==> src/rtl/fsx_pkg.sv <==
// Shared types and helpers for the Frame Synthesizer video timing path.
// The sync bundle carries asserted-sense flags; pin polarity is applied at the top.
package fsx_pkg;

  localparam logic [1:0] SCALE_1X = 2'b00;
  localparam logic [1:0] SCALE_2X = 2'b01;
  localparam logic [1:0] SCALE_4X = 2'b10;

  typedef struct packed {
    logic hsync;
    logic vsync;
    logic csync;
    logic blank;
  } sync_bundle_t;

  localparam sync_bundle_t SYNC_IDLE = '{hsync: 1'b0, vsync: 1'b0, csync: 1'b0, blank: 1'b1};

  function automatic int unsigned calc_total(input int unsigned active_len,
                                             input int unsigned fp_len,
                                             input int unsigned sync_len,
                                             input int unsigned bp_len);
    return active_len + fp_len + sync_len + bp_len;
  endfunction

  // Encoding 11 is treated as 1x so an unused code never produces a wild shift.
  function automatic logic [1:0] scale_shift(input logic [1:0] sel);
    logic [1:0] sh;
    case (sel)
      SCALE_2X: sh = 2'd1;
      SCALE_4X: sh = 2'd2;
      default:  sh = 2'd0;
    endcase
    return sh;
  endfunction

endpackage

==> src/rtl/video_sig_delay.sv <==
// Fixed-depth shift register for sideband signals; every stage resets and
// flushes to a common idle value so the output never shows stale sync.
module video_sig_delay #(
  parameter int               DEPTH = 2,
  parameter int               WIDTH = 4,
  parameter logic [WIDTH-1:0] IDLE  = '0
) (
  input  logic             clk,
  input  logic             reset,
  input  logic             flush,
  input  logic [WIDTH-1:0] d,
  output logic [WIDTH-1:0] q
);

  generate
    if (DEPTH == 0) begin : g_bypass
      logic unused_ctrl;
      assign unused_ctrl = ^{clk, reset, flush};
      assign q = d;
    end else begin : g_pipe
      for (genvar gi = 0; gi < DEPTH; gi++) begin : g_stage
        logic [WIDTH-1:0] stage_reg;
        logic [WIDTH-1:0] stage_next;

        if (gi == 0) begin : g_first
          assign stage_next = d;
        end else begin : g_chain
          assign stage_next = g_stage[gi-1].stage_reg;
        end

        always_ff @(posedge clk or posedge reset) begin
          if (reset) begin
            stage_reg <= IDLE;
          end else if (flush) begin
            stage_reg <= IDLE;
          end else begin
            stage_reg <= stage_next;
          end
        end
      end
      assign q = g_stage[DEPTH-1].stage_reg;
    end
  endgenerate

endmodule

==> src/rtl/video_timing_gen.sv <==
// Generic raster timing engine: position counters, scaled framebuffer coordinate,
// sync/blank delayed to match renderer latency, and line/frame pulses.
module video_timing_gen
  import fsx_pkg::*;
#(
  parameter int H_ACTIVE = 640,
  parameter int H_FP     = 16,
  parameter int H_SYNC   = 96,
  parameter int H_BP     = 48,
  parameter int V_ACTIVE = 480,
  parameter int V_FP     = 10,
  parameter int V_SYNC   = 2,
  parameter int V_BP     = 33,
  parameter int SYNC_POL = 0,
  parameter int CNT_W    = 12,
  parameter int PIPE     = 2
) (
  input  logic             clk,
  input  logic             reset,
  input  logic             enable,
  input  logic [1:0]       scale_sel,
  output logic [CNT_W-1:0] h_count,
  output logic [CNT_W-1:0] v_count,
  output logic [CNT_W-1:0] px_x,
  output logic [CNT_W-1:0] px_y,
  output logic             px_valid,
  output logic             hsync,
  output logic             vsync,
  output logic             csync,
  output logic             blank,
  output logic             line_start,
  output logic             frame_drawn
);

  localparam int H_TOTAL = int'(calc_total(H_ACTIVE, H_FP, H_SYNC, H_BP));
  localparam int V_TOTAL = int'(calc_total(V_ACTIVE, V_FP, V_SYNC, V_BP));

  generate
    if (H_TOTAL >= 2**CNT_W) begin : g_err_h
      $error("video_timing_gen: H_TOTAL does not fit in CNT_W bits");
    end
    if (V_TOTAL >= 2**CNT_W) begin : g_err_v
      $error("video_timing_gen: V_TOTAL does not fit in CNT_W bits");
    end
    if (PIPE > 15 || PIPE < 0) begin : g_err_pipe
      $error("video_timing_gen: PIPE must be in 0..15");
    end
  endgenerate

  localparam logic [CNT_W-1:0] H_LAST     = CNT_W'(H_TOTAL - 1);
  localparam logic [CNT_W-1:0] V_LAST     = CNT_W'(V_TOTAL - 1);
  localparam logic [CNT_W-1:0] H_ACT      = CNT_W'(H_ACTIVE);
  localparam logic [CNT_W-1:0] V_ACT      = CNT_W'(V_ACTIVE);
  localparam logic [CNT_W-1:0] V_ACT_LAST = CNT_W'(V_ACTIVE - 1);
  localparam logic [CNT_W-1:0] HS_FIRST   = CNT_W'(H_ACTIVE + H_FP);
  localparam logic [CNT_W-1:0] HS_LAST    = CNT_W'(H_ACTIVE + H_FP + H_SYNC - 1);
  localparam logic [CNT_W-1:0] VS_FIRST   = CNT_W'(V_ACTIVE + V_FP);
  localparam logic [CNT_W-1:0] VS_LAST    = CNT_W'(V_ACTIVE + V_FP + V_SYNC - 1);
  localparam logic             SYNC_ON    = (SYNC_POL != 0);

  logic [CNT_W-1:0] h_count_reg, h_count_next;
  logic [CNT_W-1:0] v_count_reg, v_count_next;
  logic             active_reg, active_next;
  logic [1:0]       scale_reg, scale_next;

  logic             h_last;
  logic             v_last;
  logic             px_valid_int;
  logic [1:0]       shift_amt;
  sync_bundle_t     bundle_in;
  sync_bundle_t     bundle_out;

  assign h_last = (h_count_reg == H_LAST);
  assign v_last = (v_count_reg == V_LAST);

  // active_reg marks that counting has started; the first enabled edge after
  // idle only arms it, so the raster restarts cleanly at (0,0).
  always_ff @(posedge clk or posedge reset) begin
    if (reset) begin
      h_count_reg <= '0;
      v_count_reg <= '0;
      active_reg  <= 1'b0;
      scale_reg   <= SCALE_1X;
    end else begin
      h_count_reg <= h_count_next;
      v_count_reg <= v_count_next;
      active_reg  <= active_next;
      scale_reg   <= scale_next;
    end
  end

  always_comb begin
    h_count_next = h_count_reg;
    v_count_next = v_count_reg;
    active_next  = active_reg;
    scale_next   = scale_reg;
    if (!enable) begin
      h_count_next = '0;
      v_count_next = '0;
      active_next  = 1'b0;
      scale_next   = scale_sel;
    end else if (!active_reg) begin
      active_next = 1'b1;
      scale_next  = scale_sel;
    end else if (h_last) begin
      h_count_next = '0;
      if (v_last) begin
        v_count_next = '0;
        // Scale only changes on the frame boundary so a frame never tears.
        scale_next   = scale_sel;
      end else begin
        v_count_next = v_count_reg + 1'b1;
      end
    end else begin
      h_count_next = h_count_reg + 1'b1;
    end
  end

  assign px_valid_int = active_reg && (h_count_reg < H_ACT) && (v_count_reg < V_ACT);
  assign shift_amt    = scale_shift(scale_reg);

  assign h_count  = h_count_reg;
  assign v_count  = v_count_reg;
  assign px_valid = px_valid_int;
  assign px_x     = px_valid_int ? (h_count_reg >> shift_amt) : '0;
  assign px_y     = px_valid_int ? (v_count_reg >> shift_amt) : '0;

  assign line_start  = enable && active_reg && (h_count_reg == '0);
  assign frame_drawn = enable && active_reg && h_last && (v_count_reg == V_ACT_LAST);

  always_comb begin
    bundle_in = SYNC_IDLE;
    if (active_reg) begin
      bundle_in.hsync = (h_count_reg >= HS_FIRST) && (h_count_reg <= HS_LAST);
      bundle_in.vsync = (v_count_reg >= VS_FIRST) && (v_count_reg <= VS_LAST);
      bundle_in.csync = bundle_in.hsync ^ bundle_in.vsync;
      bundle_in.blank = ~px_valid_int;
    end
  end

  video_sig_delay #(
    .DEPTH (PIPE),
    .WIDTH ($bits(sync_bundle_t)),
    .IDLE  (SYNC_IDLE)
  ) u_sync_delay (
    .clk   (clk),
    .reset (reset),
    .flush (~enable),
    .d     (bundle_in),
    .q     (bundle_out)
  );

  assign hsync = bundle_out.hsync ? SYNC_ON : ~SYNC_ON;
  assign vsync = bundle_out.vsync ? SYNC_ON : ~SYNC_ON;
  assign csync = bundle_out.csync ? SYNC_ON : ~SYNC_ON;
  assign blank = bundle_out.blank;

endmodule

==> config.mk <==
export PLATFORM = sky130hd
export DESIGN_NAME = video_timing_gen
export DESIGN_NICKNAME = d
export VERILOG_FILES = /design/src/rtl/fsx_pkg.sv /design/src/rtl/video_sig_delay.sv /design/src/rtl/video_timing_gen.sv
export SDC_FILE = /design/constraint.sdc
export NUM_CORES = 1
export LEC_CHECK = 0
export ABC_AREA = 1
export CORE_ASPECT_RATIO = 1.1
export CORE_MARGIN = 5
export CORE_UTILIZATION = 54
export CTS_CLUSTER_DIAMETER = 150
export DETAILED_ROUTE_END_ITERATION = 16
export GPL_ROUTABILITY_DRIVEN = 0
export PLACE_DENSITY_LB_ADDON = 0.08
export SETUP_SLACK_MARGIN = 0.05
export SLEW_MARGIN = 20
export SYNTH_ARGS = -nofsm -noshare
export SYNTH_HDL_FRONTEND = slang
export SYNTH_SLANG_ARGS = --single-unit
export TNS_END_PERCENT = 30
==> constraint.sdc <==
create_clock -name clk -period 4.7 [get_ports clk]
set_clock_uncertainty 0.05 [all_clocks]
set_input_delay 0.94 -clock clk [delete_from_list [all_inputs] [get_ports clk]]
set_output_delay 0.94 -clock clk [all_outputs]
set_load 0.02 [all_outputs]
Yosys cells after proc, flatten, opt, wreduce, memory -nomap -nowiden
Cells that the tools add are included.
{ "totals": {"reg_bits": 35, "inputBits": 5, "out_inout_bits": 55, "elab_cells": 59} }
{ "op_classes": {"add_sub_neg": 2, "order_cmp": 6, "n_eq_ne": 9, "shift": 2, "mux": 21, "bitwise": 2, "reduce_logical": 11} }
{ "op_table": {"columns": ["operator", "n"], "rows": [
  ["2-to-1 mux 12 bit", 9],
  ["adder 12 x 1 -> 12 bit, second input constant", 2],
  ["equality test 12 x 10 -> 1 bit, second input constant", 2],
  [">> shifter 12 x 2 -> 12 bit", 2],
  ["equality test 12 x 9 -> 1 bit, second input constant", 1],
  [">= comparator 12 x 10 -> 1 bit, second input constant", 1],
  [">= comparator 12 x 9 -> 1 bit, second input constant", 1],
  ["less-or-equal comparator 12 x 10 -> 1 bit, second input constant", 1],
  ["less-or-equal comparator 12 x 9 -> 1 bit, second input constant", 1],
  ["zero test 12 bit", 1],
  ["less-than comparator 12 x 10 -> 1 bit, second input constant", 1],
  ["less-than comparator 12 x 9 -> 1 bit, second input constant", 1],
  ["2-to-1 mux 4 bit", 3],
  ["logical AND 1 bit", 8],
  ["2-to-1 mux 2 bit", 4],
  ["!= test 3 x 2 -> 1 bit, second input constant", 2],
  ["2-to-1 mux 1 bit", 4],
  ["!= test 2 x 1 -> 1 bit, second input constant", 2],
  ["case mux 2 bit (2 select lines)", 1],
  ["AND reduction 2 bit", 2],
  ["equality test 2 x 1 -> 1 bit, second input constant", 1],
  ["equality test 2 bit, second input constant", 1],
  ["NOT 1 bit", 1],
  ["XOR 1 bit", 1]
]} }

Longest topological paths before layout
Gate-level depths: netlist of the first run.
{ "logic_depth": {"ltp_word": 6, "mapped_depth": 10} }

Hierarchy
Synthesis of the first run repeated with hierarchy kept, for this count alone.
{ "hier_totals": {"hier_cells": 382, "hier_area_um2": 2590.0} }
{ "modules_own_cells": {"columns": ["module", "instances", "cells_each", "area_per_inst_um2", "seq_area_each_um2"], "rows": [
  ["video_timing_gen", 1, 356, 2319.7, 675.6],
  ["video_sig_delay", 1, 26, 270.3, 202.7]
]} }

Least setup slack after synthesis of the first run
OpenSTA, ideal clock, no wires.
{ "synth_path": {"kind": "input port to output port", "start": "input port enable", "end": "output port frame_drawn", "arrival_time_ns": 1.680, "t_required_ns": 3.710, "path_slack_ns": 2.030, "cell_stages": 3, "path_buffers": 1, "cell_sequence": "buf_2 nand3_1 nor3_1"} }
{ "synth_between": {"elab_chain_cells": 3} }
{ "synth_lines": {"columns": ["element", "line", "rtl"], "rows": [
  ["from (decl)", "video_timing_gen.sv:20", "input logic enable,"],
  ["logical AND 1 bit (3 in series)", "video_timing_gen.sv:129", "assign frame_drawn = enable && active_reg && h_last && (v_count_reg == V_ACT_LAST);"],
  ["to (decl)", "video_timing_gen.sv:32", "output logic frame_drawn"]
]} }
No other way between the ends.

Worst setup path in the final report of the first run
{ "layout_path": {"start": "register scale_reg[0]", "end": "output port px_x[0]"} }
{ "layout_between": {"elab_chain_cells": 4} }
{ "layout_lines": {"columns": ["element", "line", "rtl"], "rows": [
  ["from (decl)", "video_timing_gen.sv:64", "logic [1:0] scale_reg, scale_next;"],
  ["from (signal assigned)", "video_timing_gen.sv:88", "scale_reg <= scale_next;"],
  ["equality test 2 bit or equality test 2 x 1 -> 1 bit (tied branches)", "fsx_pkg.sv:28", "case (sel)"],
  ["case mux 2 bit (2 select lines) (*)", "fsx_pkg.sv:28", null],
  [">> shifter 12 x 2 -> 12 bit (*)", "video_timing_gen.sv:125", "assign px_x = px_valid_int ? (h_count_reg >> shift_amt) : '0;"],
  ["2-to-1 mux 12 bit (*)", "video_timing_gen.sv:125", null],
  ["to (decl)", "video_timing_gen.sv:24", "output logic [CNT_W-1:0] px_x,"]
]} }
Every way passes the cells marked *; elsewhere a longest branch is shown, timed or not.

==> results.cfg, run 1 <==
[run_status]
result_of_the_run = completed

[clock_network]
cts_tree = yes
cts.clk_slew.worst_paths_ps = 70
cts.repair_timing.setup_buffer_count = 0
tritoncts_num_sinks = 35
number_of_buffers_inserted_by_hold_repair_at_cts = 0
cts_root_buffer = sky130_fd_sc_hd__clkbuf_8
worstSkewPairLatency_ps = 300
cts-buffers-inserted = 5
postCtsResizedCells = 0
ctsLongestPathBuffers = 2
clock_tree.htree_level_count = 2

[route]
post-route-drc-count = 0
dr_total_vias = 2581
drt-pass1-iter-count = 5
highest_metal_layer_with_signal_wires = met4
route.final.wire_length_um = 6630
wl_per_cell_um = 14.4
m1WireLength_um = 2770
routed-wl-met2_um = 3250
met3_routed_length_um = 490
number_of_vias_per_cell = 5.60
first_iter_violations = 217
final_antenna_net_count = 0

[finish]
drive_gt1_frac = 0.0713
fin_cells = 461
fillers = 379
flow.area_growth_from_synthesis_pct = 25.8
antenna-diode-count = 0
fin_nets = 415

[setup_path]
worst-endpoint-required_ps = 3710
criticalPathCategory = flip-flop to primary output
crit-reg2reg-launch = v_count[0]
critPathMaxFanout = 20
critPathCaptureType = primary output
rrSetupSlack_ps = 2830
setup.worst_path.start_class = flip-flop
rr_endpoint = v_count[1]
critical_path.endpoint = px_x[0]
worst-endpoint-arrival_ps = 2960
setup.worst_path.start = scale_reg[0]
number_of_cell_instances_on_the_worst_register_to_register_path = 9

[sta]
setup_total_negative_slack_ps = 0
timing.final.max_slew_violations = 0
final-setup-viol-count = 0
timing_hold_violations_final = 0
clock.fmax_mhz = 253
finalCritPeriodShare = 0.840
slew-limit-headroom = 0.436
max_slew.worst_pin.slew_ps = 846
rsz0062_at_grt = no
period_needed_ps = 3950

[floorplanning]
initial_core_util = 0.566
design.portCount = 60
die_area_um2 = 6010
core.rowCount = 25
core_area_um2 = 4350
fp.dieW_um = 74.4
die_y_um = 80.8

[global_route]
gr-total-overflow = 0
pin_count_of_the_biggest_net_entering_global_routing = 23
grt_pass1_vias = 2419
grt_first_pass_wirelength_um = 11200
grt_use_total = 0.239
initial_antenna_violation_count = 0

[pwr]
total_leakage_power_nw = 1.42
power_density_nw_per_um2 = 238
vdd_drop_max_mv = 0.197

[synthesis]
postSynthCellCount = 357
synth_area_leader_cell = sky130_fd_sc_hd__dfrtp_1
ff_latch_count_synth = 35
synth-main-ff-cell = sky130_fd_sc_hd__dfrtp_1
synth_area_per_cell_um2 = 6.89
synth_top_cells_by_area = sky130_fd_sc_hd__dfrtp_1, sky130_fd_sc_hd__nand2_1, sky130_fd_sc_hd__nor2_1
ys_seq_area_frac = 0.357
synth_warnings = 0
yosysUniqueCellTypes = 30
post_synth_instance_area_um2 = 2460
post-synth-top-area-fraction = 0.336
fraction_of_registers_with_async_set_or_reset_after_synthesis = 1.00
synth-edff-count = 0

[place]
total_of_buffers_placed_on_input_and_output_ports = 54
numPlacedInstances = 453
post-dp-hpwl_um = 4730

[run]
drv_cap = 0

[min_path]
timing.hold.worst.class = flip-flop to flip-flop
-- worst max-delay path: stages, from the launching register on --
cell and delay [ps]:
sky130_fd_sc_hd__dfrtp_1 400, sky130_fd_sc_hd__nand2_1 540, sky130_fd_sc_hd__inv_1 120, sky130_fd_sc_hd__nor2_2 650
sky130_fd_sc_hd__a21oi_1 170, sky130_fd_sc_hd__nor2_1 150, sky130_fd_sc_hd__clkdlybuf4s50_1 630
-- synthesized netlist by cell type, types with 4 or more instances --
library cell	count
sky130_fd_sc_hd__nand3_1	22
sky130_fd_sc_hd__o221ai_1	15
sky130_fd_sc_hd__o21ai_0	10
sky130_fd_sc_hd__xor2_1	8
sky130_fd_sc_hd__buf_2	6
sky130_fd_sc_hd__nor2_2	4
sky130_fd_sc_hd__a21oi_1	11
sky130_fd_sc_hd__nor3_1	6
sky130_fd_sc_hd__o22ai_1	4
sky130_fd_sc_hd__nand4_1	10
sky130_fd_sc_hd__nand2_1	87
sky130_fd_sc_hd__buf_4	7
sky130_fd_sc_hd__nand2_2	4
sky130_fd_sc_hd__ha_1	4
sky130_fd_sc_hd__nor2_1	57
sky130_fd_sc_hd__inv_1	46
sky130_fd_sc_hd__dfrtp_1	33
-- cell usage in the layout (no fill, tap or decap), types with 2 or more instances in the layout --
cell,n
sky130_fd_sc_hd__nor2_1,57
sky130_fd_sc_hd__inv_1,46
sky130_fd_sc_hd__nor2_2,4
sky130_fd_sc_hd__conb_1,5
sky130_fd_sc_hd__o22ai_1,4
sky130_fd_sc_hd__dfrtp_1,33
sky130_fd_sc_hd__inv_2,2
sky130_fd_sc_hd__xor2_1,8
sky130_fd_sc_hd__o21ai_1,2
sky130_fd_sc_hd__ha_1,4
sky130_fd_sc_hd__buf_4,2
sky130_fd_sc_hd__nor3_2,3
sky130_fd_sc_hd__nand3_1,22
sky130_fd_sc_hd__o21ai_0,10
sky130_fd_sc_hd__nand3_2,3
sky130_fd_sc_hd__nor3_1,6
sky130_fd_sc_hd__nand2_2,4
sky130_fd_sc_hd__nand4_1,10
sky130_fd_sc_hd__a21oi_1,11
sky130_fd_sc_hd__nand2_1,87
sky130_fd_sc_hd__dfstp_2,2
sky130_fd_sc_hd__o221ai_1,15
sky130_fd_sc_hd__clkdlybuf4s50_1,54
sky130_fd_sc_hd__clkbuf_8,5
-- stage by stage --
stage / cell area (um2) / setup WS [ps] / hold WS, ps / util / total power, mW
after floorplan: 2470 / 2030 / 363 / - / 0.416
after global placement: 2980 / 1050 / 380 / 0.686 / 0.464
after detailed placement: 2980 / 1030 / 380 / 0.686 / 0.466
after CTS: 3090 / 783 / 400 / 0.712 / 0.741
after global routing: 3090 / 524 / 424 / 0.712 / 0.772
final: 3090 / 752 / 396 / 0.712 / 0.738
-- worst min-delay path by stage --
stage                                                 from                end  slack, ps  cells after the start
2_1_floorplan  u_sync_delay.g_pipe.g_stage[0].stage_reg[1]  u_sync_delay.q[1]        360                      2
3_3_place_gp   u_sync_delay.g_pipe.g_stage[0].stage_reg[2]  u_sync_delay.q[2]        380                      2
3_5_place_dp   u_sync_delay.g_pipe.g_stage[0].stage_reg[2]  u_sync_delay.q[2]        380                      2
4_1_cts        u_sync_delay.g_pipe.g_stage[0].stage_reg[0]  u_sync_delay.q[0]        400                      2
5_1_grt        u_sync_delay.g_pipe.g_stage[0].stage_reg[0]  u_sync_delay.q[0]        420                      2
6_report       u_sync_delay.g_pipe.g_stage[0].stage_reg[0]  u_sync_delay.q[0]        400                      2
-- per-layer routing --
metal | vias to the layer above | GRT usage
li1 | 1242 | -
met1 | 1216 | 0.312
met2 | 111 | 0.396
met3 | 12 | 0.0495
met4 | 0 | 0.0783
met5 | - | 0
-- layout make-up --
class,count,area (um2),area share
Sequential cell,35,878,0.284
Multi-Input combinational cell,259,1300,0.419
Tap cell,54,67.6,0.0218
Timing Repair Buffer,56,556,0.180
Clock buffer,5,68.8,0.0222
Clock inverter,3,43.8,0.0142
Inverter,49,184,0.0594
-- logic make-up (layout without fill, tap and decap cells) --
group                    after synthesis  in the layout  synth area share
buffers and inverters                 67            113             0.122
AND/OR/NAND/NOR                      199            199             0.357
adder cells (fa/ha/maj)                4              4            0.0203
flip-flops                            35             35             0.357
AO/OA/AOI/OAI                         43             43             0.113
XOR/XNOR                               8              8            0.0285
other                                  1              5           0.00152
-- report_power, final --
group | internal [mW] | leakage (nW) | switching, mW | total [mW]
logic | 0.0568 | 0.892 | 0.0934 | 0.150
registers | 0.306 | 0.475 | 0.00426 | 0.310
clock network | 0.158 | 0.0581 | 0.119 | 0.277
No activity file was read; power rests on OpenSTA's default activity.
==> run 2: changes to the inputs <==
CORE_UTILIZATION = 50   (was 54)
clock period = 3.9 ns   (was 4.7 ns; I/O delays follow)
==> results.cfg, run 2 (synthesis results as in run 1) <==
[run_status]
result_of_the_run = completed

[route]
route.final.wire_length_um = 6570
first_iter_violations = 138
dr_total_vias = 2525
wl_per_cell_um = 14.2
final_antenna_net_count = 0
drt-pass1-iter-count = 4
post-route-drc-count = 0
number_of_vias_per_cell = 5.44

[sta]
slew-limit-headroom = 0.471
whs_ps = 387
rsz0062_at_grt = no
max_slew.worst_pin.slew_ps = 793
period_needed_ps = 3460
timing.final.max_slew_violations = 0
timing_hold_violations_final = 0
timing.final.ws_setup_ps = 444
finalCritPeriodShare = 0.886
clock.fmax_mhz = 289
setup_total_negative_slack_ps = 0
final-setup-viol-count = 0

[setup_path]
critPathCaptureType = primary output
rrSetupSlack_ps = 2070
setup.worst_path.start = enable
criticalPathCategory = input port to primary output
setup.worst_path.start_class = input port
worst-endpoint-arrival_ps = 2630
crit-reg2reg-launch = v_count[0]
critPathMaxFanout = 9
worst-endpoint-required_ps = 3070

[floorplanning]
die_y_um = 83.6
die_area_um2 = 6420
core_area_um2 = 4720
fp.dieW_um = 76.9
initial_core_util = 0.521
design.portCount = 60
core.rowCount = 26

[pwr]
power_density_nw_per_um2 = 287
total_leakage_power_nw = 1.43
vdd_drop_max_mv = 0.200

[global_route]
grt_first_pass_wirelength_um = 11300
grt_use_total = 0.211
grt_pass1_vias = 2424
initial_antenna_violation_count = 0
gr-total-overflow = 0
pin_count_of_the_biggest_net_entering_global_routing = 36

[clock_network]
clock_tree.htree_level_count = 2
cts.repair_timing.setup_buffer_count = 0
ctsLongestPathBuffers = 2
postCtsResizedCells = 0
cts_root_buffer = sky130_fd_sc_hd__clkbuf_8
number_of_buffers_inserted_by_hold_repair_at_cts = 0
cts-buffers-inserted = 5
worstSkewPairLatency_ps = 300
cts_tree = yes
cts.clk_slew.worst_paths_ps = 70
tritoncts_num_sinks = 35

[finish]
drive_gt1_frac = 0.0735
antenna-diode-count = 0
fin_nets = 416
final_cell_mix = sky130_fd_sc_hd__nand2_1, sky130_fd_sc_hd__nor2_1, sky130_fd_sc_hd__clkdlybuf4s50_1
flow.area_growth_from_synthesis_pct = 26.2
layout.cells.most_common = sky130_fd_sc_hd__nand2_1

[min_path]
hold_path_start = u_sync_delay.g_pipe.g_stage[0].stage_reg[2]
timing.hold.worst.class = flip-flop to flip-flop

[place]
preCtsSetupSlack_ps = 490
post-dp-hpwl_um = 4690
total_of_buffers_placed_on_input_and_output_ports = 54

[run]
drv_cap = 0
## run 2: worst paths after layout
| kind | endpoint | cells past startpoint |
|---|---|---|
| max | line_start | 6 |
| min | u_sync_delay.q[2] | 2 |
| max reg2reg | v_count[3] | 9 |
| min reg2reg | u_sync_delay.q[2] | 2 |
| max in group asynchronous | u_sync_delay.g_pipe.g_stage[0].stage_reg[0] | 3 |
| min in group asynchronous | u_sync_delay.g_pipe.g_stage[0].stage_reg[3] | 3 |
## run 2: worst max-delay path, cell delays in order
cell and delay [ps]:
sky130_fd_sc_hd__clkdlybuf4s50_1 690, sky130_fd_sc_hd__nand2_1 90, sky130_fd_sc_hd__inv_1 160, sky130_fd_sc_hd__nand4_1 120
sky130_fd_sc_hd__nor2_1 150, sky130_fd_sc_hd__clkdlybuf4s50_1 620
## run 2: report_power, final
part / switching, mW / internal [mW] / leakage, nW
Clock: 0.143 / 0.190 / 0.0581
Combinational: 0.113 / 0.0699 / 0.896
Sequential: 0.00488 / 0.369 / 0.475
## run 2: metal layers
metal  part of all wire  up-vias  global-route usage
li1                   -     1247                   -
met1               0.44     1182               0.274
met2               0.47       85               0.347
met3              0.067       11              0.0400
met4              0.016        0              0.0747
met5                  0        -                   0
## run 2: final cells by class
cell class	instances	area (um2)
Clock inverter	3	43.8
Sequential cell	35	878
Multi-Input combinational cell	259	1300
Timing Repair Buffer	57	563
Tap cell	56	70.1
Clock buffer	5	68.8
Fill cell	432	1610
Inverter	49	184
## run 2: through the flow
| stage | std cells | area [um2] | power (mW) | utilization |
|---|---|---|---|---|
| finish | 464 | 3100 | 0.890 | 0.658 |
| global route | 464 | 3100 | 0.935 | 0.658 |
| CTS | 464 | 3100 | 0.897 | 0.658 |
| detailed placement | 456 | 2990 | 0.564 | 0.634 |
| global placement | 456 | 2990 | 0.562 | 0.634 |
| floorplan | 361 | 2470 | 0.501 | - |
==> run 3: changes to the inputs <==
RECOVER_POWER = 25   (was default)
==> results.cfg, run 3 (synthesis results as in run 1) <==
[setup_path]
worst-endpoint-required_ps = 3070
rrSetupSlack_ps = 2070
crit-reg2reg-launch = v_count[0]
worst-endpoint-arrival_ps = 2630
critPathCaptureType = primary output
critPathMaxFanout = 9
number_of_cell_instances_on_the_worst_register_to_register_path = 9
setup.worst_path.start_class = input port
criticalPathCategory = input port to primary output
rr_endpoint = v_count[3]

[finish]
fillers = 434
layout.cells.most_common = sky130_fd_sc_hd__nand2_1
final_cell_mix = sky130_fd_sc_hd__nand2_1, sky130_fd_sc_hd__nor2_1, sky130_fd_sc_hd__clkdlybuf4s50_1
postLayoutCellArea_um2 = 3100
antenna-diode-count = 0
finalCoreUtilization = 0.657
fin_cells = 464
drive_gt1_frac = 0.0711
flow.area_growth_from_synthesis_pct = 26.0
fin_nets = 416

[min_path]
timing.hold.worst.class = flip-flop to flip-flop
hold_path_depth = 2
hold_path_start = u_sync_delay.g_pipe.g_stage[0].stage_reg[2]
min_to = u_sync_delay.q[2]

[route]
wl_per_cell_um = 14.2
first_iter_violations = 138
post-route-drc-count = 0
dr_total_vias = 2526
drt-pass1-iter-count = 4
number_of_vias_per_cell = 5.44
route.final.wire_length_um = 6580
final_antenna_net_count = 0

[run_status]
failing_checks = capacitance limit, slew limit
result_of_the_run = finished, violations left

[sta]
period_needed_ps = 3460
max_slew.worst_pin.slew_ps = 1880
rsz0062_at_grt = no
timing_hold_violations_final = 0
clock.fmax_mhz = 289
slew-limit-headroom = -0.256
whs_ps = 387
finalCritPeriodShare = 0.888
final-setup-viol-count = 0
timing.final.max_slew_violations = 36
setup_total_negative_slack_ps = 0

[pwr]
power_density_nw_per_um2 = 287
vdd_drop_max_mv = 0.200
total_leakage_power_nw = 1.43

[global_route]
grt_use_total = 0.211
initial_antenna_violation_count = 0
grt_first_pass_wirelength_um = 11300
pin_count_of_the_biggest_net_entering_global_routing = 36
gr-total-overflow = 0
grt_pass1_vias = 2424

[place]
numPlacedInstances = 456
placedInstanceArea_um2 = 2990
post-dp-hpwl_um = 4690
total_of_buffers_placed_on_input_and_output_ports = 54

[floorplanning]
die_area_um2 = 6420
initial_core_util = 0.521
design.portCount = 60
fp.dieW_um = 76.9
die_y_um = 83.6
core_area_um2 = 4720
core.rowCount = 26

[clock_network]
clock_tree.htree_level_count = 2
ctsLongestPathBuffers = 2
cts-buffers-inserted = 5
tritoncts_num_sinks = 35
postCtsResizedCells = 0
number_of_buffers_inserted_by_hold_repair_at_cts = 0
cts.clk_slew.worst_paths_ps = 70
cts_tree = yes
worstSkewPairLatency_ps = 300
cts.repair_timing.setup_buffer_count = 0
cts_root_buffer = sky130_fd_sc_hd__clkbuf_8

[run]
drv_cap = 1
[run 3: changes by cell type in the layout (fill, tap and decap cells not counted), sizes merged]
| cell | previous run | this run |
|---|---|---|
| buf | 3 | 2 |
| clkbuf | 5 | 6 |
| clkdlybuf4s50 | 54 | 53 |
| dlygate4sd3 | 0 | 1 |
[run 3: layout make-up]
cell class | count | area [um2] | share of cell area
clock buffer | 5 | 68.8 | 0.0222
clock inverter | 3 | 43.8 | 0.0141
inverter | 49 | 184 | 0.0593
multi-input combinational | 259 | 1300 | 0.418
sequential | 35 | 878 | 0.283
tap | 56 | 70.1 | 0.0226
timing repair buffer | 57 | 559 | 0.180
[run 3: routing by layer]
layer	track usage	part of all wire
met5	0	0
met3	0.0400	0.065
met4	0.0747	0.016
met1	0.274	0.44
met2	0.347	0.47
[run 3: critical path: stages]
cell,delay (ps)
sky130_fd_sc_hd__clkdlybuf4s50_1,700
sky130_fd_sc_hd__nand2_1,90
sky130_fd_sc_hd__inv_1,160
sky130_fd_sc_hd__nand4_1,120
sky130_fd_sc_hd__nor2_1,150
sky130_fd_sc_hd__clkdlybuf4s50_1,620
[run 3: how the worst max path moves through the flow]
| stage | slack, ps | endpoint | depth (start not counted) | startpoint |
|---|---|---|---|---|
| after global placement | 520 | line_start | 6 | enable |
| after floorplan | 1440 | px_valid | 5 | h_count[9] |
| after CTS | 470 | line_start | 6 | enable |
| final | 440 | line_start | 6 | enable |
| after detailed placement | 490 | line_start | 6 | enable |
| after global routing | 240 | px_x[0] | 7 | scale_reg[0] |
[run 3: report_power, final]
group	switching, mW	internal, mW	leakage [nW]	total [mW]
Sequential	0.00486	0.369	0.475	0.374
Clock	0.143	0.190	0.0581	0.333
Combinational	0.113	0.0692	0.893	0.182
[run 3: through the flow]
step / setup slack (ps) / total power [mW]
final: 436 / 0.889
after global routing: 244 / 0.935
after CTS: 470 / 0.897
after detailed placement: 490 / 0.564
after global placement: 516 / 0.562
after floorplan: 1440 / 0.501
